## src/rtl/barcode_pkg.sv

```systemverilog
// Shared constants, state type and radix helper for the barcode accumulator.
package barcode_pkg;

    localparam logic [7:0] ASCII_ENTER   = 8'h0D;
    localparam logic [7:0] ASCII_BS      = 8'h08;
    localparam logic [7:0] ASCII_CLR_UC  = 8'h52;  // 'R'
    localparam logic [7:0] ASCII_CLR_LC  = 8'h72;  // 'r'
    localparam logic [7:0] ASCII_CLR_B36 = 8'h2D;  // '-'; R is a digit in base36

    localparam logic [1:0] MODE_DEC = 2'd0;
    localparam logic [1:0] MODE_HEX = 2'd1;
    localparam logic [1:0] MODE_B36 = 2'd2;

    typedef enum logic [1:0] {COLLECT, CONVERT, PRESENT} state_t;

    function automatic int unsigned radix_of(input logic [1:0] mode);
        case (mode)
            MODE_HEX: return 16;
            MODE_B36: return 36;
            default:  return 10;
        endcase
    endfunction

endpackage

```

## src/rtl/barcode_accumulator_decode.sv

```systemverilog
// Combinational ASCII classifier: digit value per radix mode plus control keys.
module ascii_digit_decode
    import barcode_pkg::*;
(
    input  logic [7:0] ascii,
    input  logic [1:0] mode,
    output logic       is_digit,
    output logic [5:0] digit,
    output logic       is_bs,
    output logic       is_clear,
    output logic       is_enter
);

    always_comb begin
        is_digit = 1'b0;
        digit    = '0;
        is_bs    = (ascii == ASCII_BS);
        is_enter = (ascii == ASCII_ENTER);
        is_clear = (mode == MODE_B36) ? (ascii == ASCII_CLR_B36)
                                      : (ascii == ASCII_CLR_UC || ascii == ASCII_CLR_LC);
        if (ascii >= 8'h30 && ascii <= 8'h39) begin
            is_digit = 1'b1;
            digit    = 6'(ascii - 8'h30);
        end else if (ascii >= 8'h41 && ascii <= 8'h5A) begin
            if (mode == MODE_B36 || (mode == MODE_HEX && ascii <= 8'h46)) begin
                is_digit = 1'b1;
                digit    = 6'(ascii - 8'h37);
            end
        end else if (ascii >= 8'h61 && ascii <= 8'h7A) begin
            if (mode == MODE_B36 || (mode == MODE_HEX && ascii <= 8'h66)) begin
                is_digit = 1'b1;
                digit    = 6'(ascii - 8'h57);
            end
        end
    end

endmodule

```

## src/rtl/barcode_accumulator.sv

```systemverilog
// Key-stream digit buffer with backspace/clear, serial radix conversion on Enter,
// and valid/ready presentation of the converted value.
module barcode_accumulator
    import barcode_pkg::*;
#(
    parameter int unsigned RADIX_MODE = 0,
    parameter int unsigned VALUE_W    = 32,
    parameter int unsigned MAX_DIGITS = 12,
    parameter int unsigned CNT_W      = $clog2(MAX_DIGITS + 1)
) (
    input  logic               clk,
    input  logic               reset,
    input  logic               key_ready,
    input  logic [7:0]         key_ascii,
    output logic [VALUE_W-1:0] code_data,
    output logic               code_valid,
    input  logic               code_ready,
    output logic [CNT_W-1:0]   code_digits,
    output logic               code_overflow,
    output logic [CNT_W-1:0]   digit_count,
    output logic               busy,
    output logic               key_dropped
);

    localparam logic [1:0]       MODE  = 2'(RADIX_MODE);
    localparam int unsigned      RADIX = radix_of(MODE);
    localparam int unsigned      WIDE  = VALUE_W + 6;
    localparam logic [CNT_W-1:0] FULL  = CNT_W'(MAX_DIGITS);

    state_t             state;
    logic               key_prev;
    logic               key_event;
    logic [CNT_W-1:0]   count;
    logic [CNT_W-1:0]   idx;
    logic               trunc;
    logic               wrap;
    logic [VALUE_W-1:0] acc;
    logic [5:0]         digit_buf [MAX_DIGITS];
    logic [5:0]         cur_digit;
    logic [WIDE-1:0]    ext;
    logic [WIDE-1:0]    prod;

    logic       is_digit, is_bs, is_clear, is_enter;
    logic [5:0] key_digit;

    ascii_digit_decode u_decode (
        .ascii    (key_ascii),
        .mode     (MODE),
        .is_digit (is_digit),
        .digit    (key_digit),
        .is_bs    (is_bs),
        .is_clear (is_clear),
        .is_enter (is_enter)
    );

    assign key_event = key_ready & ~key_prev;
    assign cur_digit = digit_buf[idx];

    // Shift-add multiply by the constant radix; the extra 6 bits catch the carry-out.
    always_comb begin
        ext = WIDE'(acc);
        case (RADIX)
            16:      prod = ext << 4;
            36:      prod = (ext << 5) + (ext << 2);
            default: prod = (ext << 3) + (ext << 1);
        endcase
        prod = prod + WIDE'(cur_digit);
    end

    always_ff @(posedge clk) begin
        if (state == COLLECT && key_event && is_digit && count < FULL)
            digit_buf[count] <= key_digit;
    end

    always_ff @(posedge clk or posedge reset) begin
        if (reset) begin
            state    <= COLLECT;
            key_prev <= 1'b0;
            count    <= '0;
            idx      <= '0;
            trunc    <= 1'b0;
            wrap     <= 1'b0;
            acc      <= '0;
        end else begin
            key_prev <= key_ready;
            case (state)
                COLLECT: begin
                    if (key_event) begin
                        if (is_digit) begin
                            if (count < FULL) count <= count + CNT_W'(1);
                            else              trunc <= 1'b1;
                        end else if (is_bs) begin
                            if (count != '0) count <= count - CNT_W'(1);
                        end else if (is_clear) begin
                            count <= '0;
                            trunc <= 1'b0;
                        end else if (is_enter && count != '0) begin
                            acc   <= '0;
                            idx   <= '0;
                            wrap  <= 1'b0;
                            state <= CONVERT;
                        end
                    end
                end
                CONVERT: begin
                    acc  <= prod[VALUE_W-1:0];
                    wrap <= wrap | (|prod[WIDE-1:VALUE_W]);
                    idx  <= idx + CNT_W'(1);
                    if (idx == count - CNT_W'(1)) state <= PRESENT;
                end
                PRESENT: begin
                    if (code_ready) begin
                        state <= COLLECT;
                        count <= '0;
                        trunc <= 1'b0;
                    end
                end
                default: state <= COLLECT;
            endcase
        end
    end

    assign code_valid    = (state == PRESENT);
    assign busy          = (state != COLLECT);
    assign key_dropped   = key_event & busy;
    assign digit_count   = count;
    assign code_data     = code_valid ? acc : '0;
    assign code_digits   = code_valid ? count : '0;
    assign code_overflow = code_valid & (trunc | wrap);

endmodule

```

## config.mk

```make
export PLATFORM = sky130hd
export DESIGN_NAME = barcode_accumulator
export DESIGN_NICKNAME = d
export VERILOG_FILES = /design/src/rtl/barcode_pkg.sv /design/src/rtl/barcode_accumulator_decode.sv /design/src/rtl/barcode_accumulator.sv
export SDC_FILE = /design/constraint.sdc
export NUM_CORES = 1
export LEC_CHECK = 0
export ABC_AREA = 0
export CORE_ASPECT_RATIO = 0.7
export CORE_MARGIN = 5
export CORE_UTILIZATION = 30
export CTS_BUF_LIST = sky130_fd_sc_hd__clkbuf_16
export CTS_CLUSTER_SIZE = 8
export DETAILED_ROUTE_END_ITERATION = 12
export DONT_BUFFER_PORTS = 1
export REMOVE_ABC_BUFFERS = 1
export SLEW_MARGIN = 5
export SYNTH_ARGS = -nofsm -noshare
export SYNTH_HDL_FRONTEND = slang
export SYNTH_SLANG_ARGS = --single-unit
```

## constraint.sdc

```tcl
create_clock -name clk -period 11.6 [get_ports clk]
set_input_delay 1.74 -clock clk [delete_from_list [all_inputs] [get_ports clk]]
set_output_delay 1.74 -clock clk [all_outputs]
set_load 0.005 [all_outputs]
```

## After elaboration in Yosys (flattened, before gate mapping)

Memory sizes are Yosys's and may differ from the RTL's.
Index checks and enable logic that the tools add are counted.

- Register bits: 45
- RAM bits: 72
- Input port bits: 12
- Output and inout bits: 44
- Logic and storage cells: 106
- Memories: 1

Memory list:

| memory | depth | width | rd ports | clocked after Yosys merged registers in | write ports | line | RTL |
|---|---|---|---|---|---|---|---|
| digit_buf | 12 | 6 | 1 | 0 | 1 | barcode_accumulator.sv:38 | `logic [5:0] digit_buf [MAX_DIGITS];` |

- Add/subtract/negate cells: 6
- $lt $le $gt $ge: 3
- Equal/unequal tests: 20
- Mux-type cells: 47
- Bitwise operators: 6
- Reduce and logical (&&, ||, !) cells: 16

Operators by type and width:

| cell | count |
|---|---|
| $mux W32 | 6 |
| $pmux W32 S2 | 1 |
| $mux W4 | 13 |
| $add A36 B6 Y37 | 1 |
| $add A35 B33 Y36 | 1 |
| $reduce_and A6 Y1 | 3 |
| $eq A8 B4 Y1 const B | 2 |
| $eq A8 B7 Y1 const B | 2 |
| $pmux W4 S2 | 2 |
| $mux W1 | 14 |
| $mux W2 | 7 |
| $ne A2 B2 Y1 const B | 5 |
| $ne A3 B3 Y1 const B | 3 |
| $add A4 B1 Y4 const B | 2 |
| $ge A8 B6 Y1 const B | 1 |
| $le A8 B6 Y1 const B | 1 |
| $reduce_and A7 Y1 | 1 |
| $mux W6 | 1 |
| $pmux W2 S3 | 1 |
| $reduce_bool A2 Y1 | 3 |
| $reduce_or A6 Y1 | 1 |
| $sub A6 B6 Y6 const B | 1 |
| $logic_and A1 B1 Y1 | 5 |
| $eq A4 B4 Y1 | 1 |
| 15 further kinds | 20 |

## Logic depth before layout (Yosys ltp)

- Depth in word-level cells: 8
- Mapped depth: 17
- Mapped depth without buffers: 16

## Modules after synthesis

From an unflattened synthesis, not the netlist that was laid out.

- Cell total of the unflattened synthesis: 752
- Area total of the unflattened synthesis: 7986.4 µm²

By module, submodules not included:

| module | times used | cells an instance | area each (µm²) | sequential area each (µm²) |
|---|---|---|---|---|
| barcode_accumulator | 1 | 671 | 7418.4 | 3288.2 |
| ascii_digit_decode | 1 | 81 | 568.0 | 0.0 |

## Worst setup path before layout

Ideal clock, no wire load.

- Kind: reg2reg
- Start point: register idx[0]
- End point: register acc[26]
- Setup time: 121 ps
- Arrival time: 3905 ps
- Required time: 11479 ps
- Path slack: 7574 ps
- Cell stages (with the launch flop): 15
- Path buffers: 1
- Period minus slack after synthesis: 4026 ps
- Cells stage by stage: dfrtp_1 > buf_1 > mux4_2 > a21oi_1 > fa_1 > fa_1 > nand2b_1 > a21oi_1 > o21ai_2 > o31ai_2 > a211o_1 > nand2_1 > o21ai_1 > xor2_1 > a22o_1

- Longest elaborated chain between the ends: 3

RTL lines:

| element | line | RTL |
|---|---|---|
| from (decl) | barcode_accumulator.sv:34 | `logic [CNT_W-1:0] idx;` |
| from (signal assigned) | barcode_accumulator.sv:108 | `idx <= idx + CNT_W'(1);` |
| $mem_v2 Z12 W6 | -- |  |
| $add A36 B6 Y37 | barcode_accumulator.sv:67 | `prod = prod + WIDE'(cur_digit);` |
| $pmux W32 S2 | barcode_accumulator.sv:86 | `case (state)` |
| to (signal assigned) | barcode_accumulator.sv:106 | `acc <= prod[VALUE_W-1:0];` |
| to (decl) | barcode_accumulator.sv:37 | `logic [VALUE_W-1:0] acc;` |

Every way passes these cells.
A chain may end at the register's enable or synchronous reset.

## Worst setup path in the final report

- Start point: register state[0]
- End point: output port code_data[3]

- Longest elaborated chain between the ends: 2

RTL lines:

| element | line | RTL |
|---|---|---|
| from (decl) | barcode_accumulator.sv:30 | `state_t state;` |
| from (signal assigned) | barcode_accumulator.sv:77 | `state <= COLLECT;` |
| from (signal assigned) | barcode_accumulator.sv:101 | `state <= CONVERT;` |
| from (signal assigned) | barcode_accumulator.sv:109 | `if (idx == count - CNT_W'(1)) state <= PRESENT;` |
| $eq A2 B2 Y1 | barcode_accumulator.sv:123 | `assign code_valid = (state == PRESENT);` |
| via code_valid | barcode_accumulator.sv:16 | `output logic code_valid,` |
| $mux W32 | barcode_accumulator.sv:127 | `assign code_data = code_valid ? acc : '0;` |
| to (decl) | barcode_accumulator.sv:15 | `output logic [VALUE_W-1:0] code_data,` |

The timed path passes the listed nets, and every way through them passes these cells.

==> metrics.md <==
| Metric | Value |
|---|---|
| Outcome | finished clean |
| Clk buf depth | 2 |
| Register area share after synthesis | 45.3% |
| R2r setup slk | approximately 7 ns |
| Area Overhead vs Synth | 12.1% |
| Vias | 4989 |
| Crit Path Class | flop to output pin |
| Sequential Area | about 3300 um^2 |
| Share of the synthesized area in the top cell type | 29.8% |
| Adder-Cell Fraction of Synth Area | 13.0% |
| Post-synthesis mux area share | between 6 and 7% |
| Routability cong. | 0.841 |
| Fin worst setup slack | 6.92 ns |
| Commonest cells post-synth | nand2_1, edfxtp_1, ha_1 |
| Min-delay worst type | flop to flop |
| Fill cells | 2330 |
| Async S/R FF share, synth | 38.5% |
| Max-cap violations | 0 |
| Fraction of layout cells with a size suffix above 1 | 11.3% |
| Compound-Gate Fraction of Synth Area | 13.9% |
| Site row count | 47 |
| Worst hold slack | 0.486 ns |
| Post-Syn Area per Cell | 11.1 um^2 |
| Reg2reg path depth | 16 |
| Worst reg2reg startpoint | idx[0]$_DFFE_PP0P_ |
| Pwr Total | 1210 uW |
| ANT nets after route | 0 |
| GRT overflow | 0 |
| Fin crit share | 40.3% |
| Iteration-0 DRC Markers | between 400 and 500 |
| Leak pwr | 0.00335 uW |
| Clk sinks | 117 |
| Worst vdd ir | between 0.08 and 0.09 mV |
| GR Util All Layers | 13.6% |
| CP arrival | 2.94 ns |
| I/O Buffers | 0 |
| Netlist Area Pre-Place | 7260 um^2 |
| Post-DP HPWL | 13700 um |
| Wirelength, routed | approximately 19000 um |
| Final min period | 4.68 ns |
| Max-slew violations | 0 |
| Area of the multi-input gates | 3790 um^2 |
| Starting Density | 30.6% |
| Worst setup path startpoint | state[0]$_DFFE_PP0P_ |
| Pwr Density | between 100 and 150 nW/um^2 |
| Later-pin clock latency in the skew report | 0.42 ns |
| IO Count | 56 |
| Synth Area in Simple Gates | 14.4% |
| Antenna diode count | 0 |
| Fmax | 214 MHz |
| Final hold viol count | 0 |
| Setup slack at placement | approximately 7 ns |
| TritonRoute pass-1 iters | 5 |
| Postcts setup bufs | 0 |
| Initial antenna violation count | 0 |
| CTS root buf | clkbuf_16 |
| DRC viols | 0 |
| Clk_skew | 0.0129 ns |
| Clock slew at reported path FFs | 0.06 ns |
| TNS Setup | 0 ns |
| DIE HEIGHT | ~140 um |
| Die span in x | around 200 um |
| Via density | roughly 5 |
| NumNets Final | 733 |
| Post-synth EDFFs | 72 |
| Synth unique cells | 62 |
| Slew headroom | 29.3% |
| Die area | 27400 um^2 |
| Fin util | roughly a third |
| Wire length per cell | 19.0 um |
| Slew @ Worst Pin | 1.06 ns |
| Unrepaired setup endpoints after global routing | false |
| RR Endpoint | wrap$_DFFE_PP0P_ |
| CP Capture Type | output pin |
| # setup viols final | 0 |
| CTS tree | done |
| Hold-fix buffers, CTS | 0 |
| Largest net degree at the start of global routing | 46 |
| Yosys reg bits | 117 |
| Mapped Cells | 652 |
| Synth Area in XOR/XNOR | 4.10% |
| Worst Path Required | a little under 10 ns |
| Crit path launch type | flop |
| H-tree Lvls | 4 |
| Max FO, Critical Path | 35 |
| CTS resizes | 0 |
| Vias in the first global route | 4769 |
| Core Area | between 20000 and 25000 um^2 |
| Largest family of logic cells by synthesized area | simple AND/OR/NAND/NOR gates |
| Ys flop type | edfxtp_1 |
| CP endpoint | code_data[3] |
| First-pass GRT wire length | slightly below 30000 um |
| CTS Buf Count | 17 |
| Synth area leaders | edfxtp_1, dfrtp_1, ha_1 |
| Most common cell in the synthesized netlist | nand2_1 |
| Area leader, netlist | edfxtp_1 |
| YS warnings | 0 |
## cell usage in the layout (no fill, tap or decap), drive strengths merged, types with 2 or more instances in the layout
cell       n
a22o       3
inv       28
xnor2     11
nor3      10
clkinvlp   3
o31ai     10
buf        2
a31oi      5
a21o       9
nor2b      5
nand2     74
xor2      23
or3        2
fa         4
nand4      5
and3       7
o21a       4
and4       2
nor3b      2
mux4      18
and2b      3
a21oi     40
o211ai     6
nand3     14
a221o      3
edfxtp    72
dfrtp     45
a211oi     2
and2      50
nor2      27
nand2b     5
clkinv     2
clkbuf    17
ha        69
o21ai     54
a21boi     3
mux2i      9
## state kept, by name, summed over array words and instances (netlist names)
signal and count:
trunc 1, state 2, idx 4, wrap 1
acc 32, key_prev 1, digit_count 4, digit_buf 72
## through the flow
step / cell area, um^2 / cells
2_1_floorplan: 7140 / 627
3_3_place_gp: 7560 / 947
3_5_place_dp: 7560 / 947
4_1_cts: 8140 / 979
5_1_grt: 8140 / 979
6_report: 8140 / 979
## worst max-delay path: stages, from the launching register on
cell,delay [ns]
dfrtp_1,0.50
inv_1,0.42
nand2_1,0.42
inv_1,0.89
and2_1,0.31
## per-layer routing
metal  up-vias  part of all wire, %  track usage [%]
li1       2406                    -                -
met1      2445                   54             22.1
met2       125                   39             17.9
met3        13                  5.9             3.60
met4         0                 0.57             2.57
met5         -                    0                0
## report_power, final
part | total [uW] | switching, uW | internal (uW) | leakage, uW
combinational | 239 | 137 | 101 | 0.00191
clock | 514 | 227 | 287 | 0.000277
sequential | 456 | 10.7 | 445 | 0.00116
total | 1210 | 375 | 834 | 0.00335
## worst min-delay path by stage
stage / from / to / depth (start not counted)
final: trunc$_DFFE_PP0P_ / trunc$_DFFE_PP0P_ / 2
after global routing: trunc$_DFFE_PP0P_ / trunc$_DFFE_PP0P_ / 2
after CTS: trunc$_DFFE_PP0P_ / trunc$_DFFE_PP0P_ / 2
after detailed placement: trunc$_DFFE_PP0P_ / trunc$_DFFE_PP0P_ / 2
after global placement: trunc$_DFFE_PP0P_ / trunc$_DFFE_PP0P_ / 2
after floorplan: trunc$_DFFE_PP0P_ / trunc$_DFFE_PP0P_ / 2
## kinds of logic after synthesis
logic type      after synthesis
flops                       117
xor+xnor                     34
compound gates              150
fa+ha+maj                    73
simple gates                208
buf+inv                      43
mux                          27
## layout make-up
class,count,share of cell area [%]
clock inverter,15,1.88
clock buffer,17,5.23
multi-input combinational,492,46.6
tap,318,4.89
inverter,18,0.831
timing repair buffer,2,0.185
sequential,117,40.4
(Power assumes the default switching activity.)
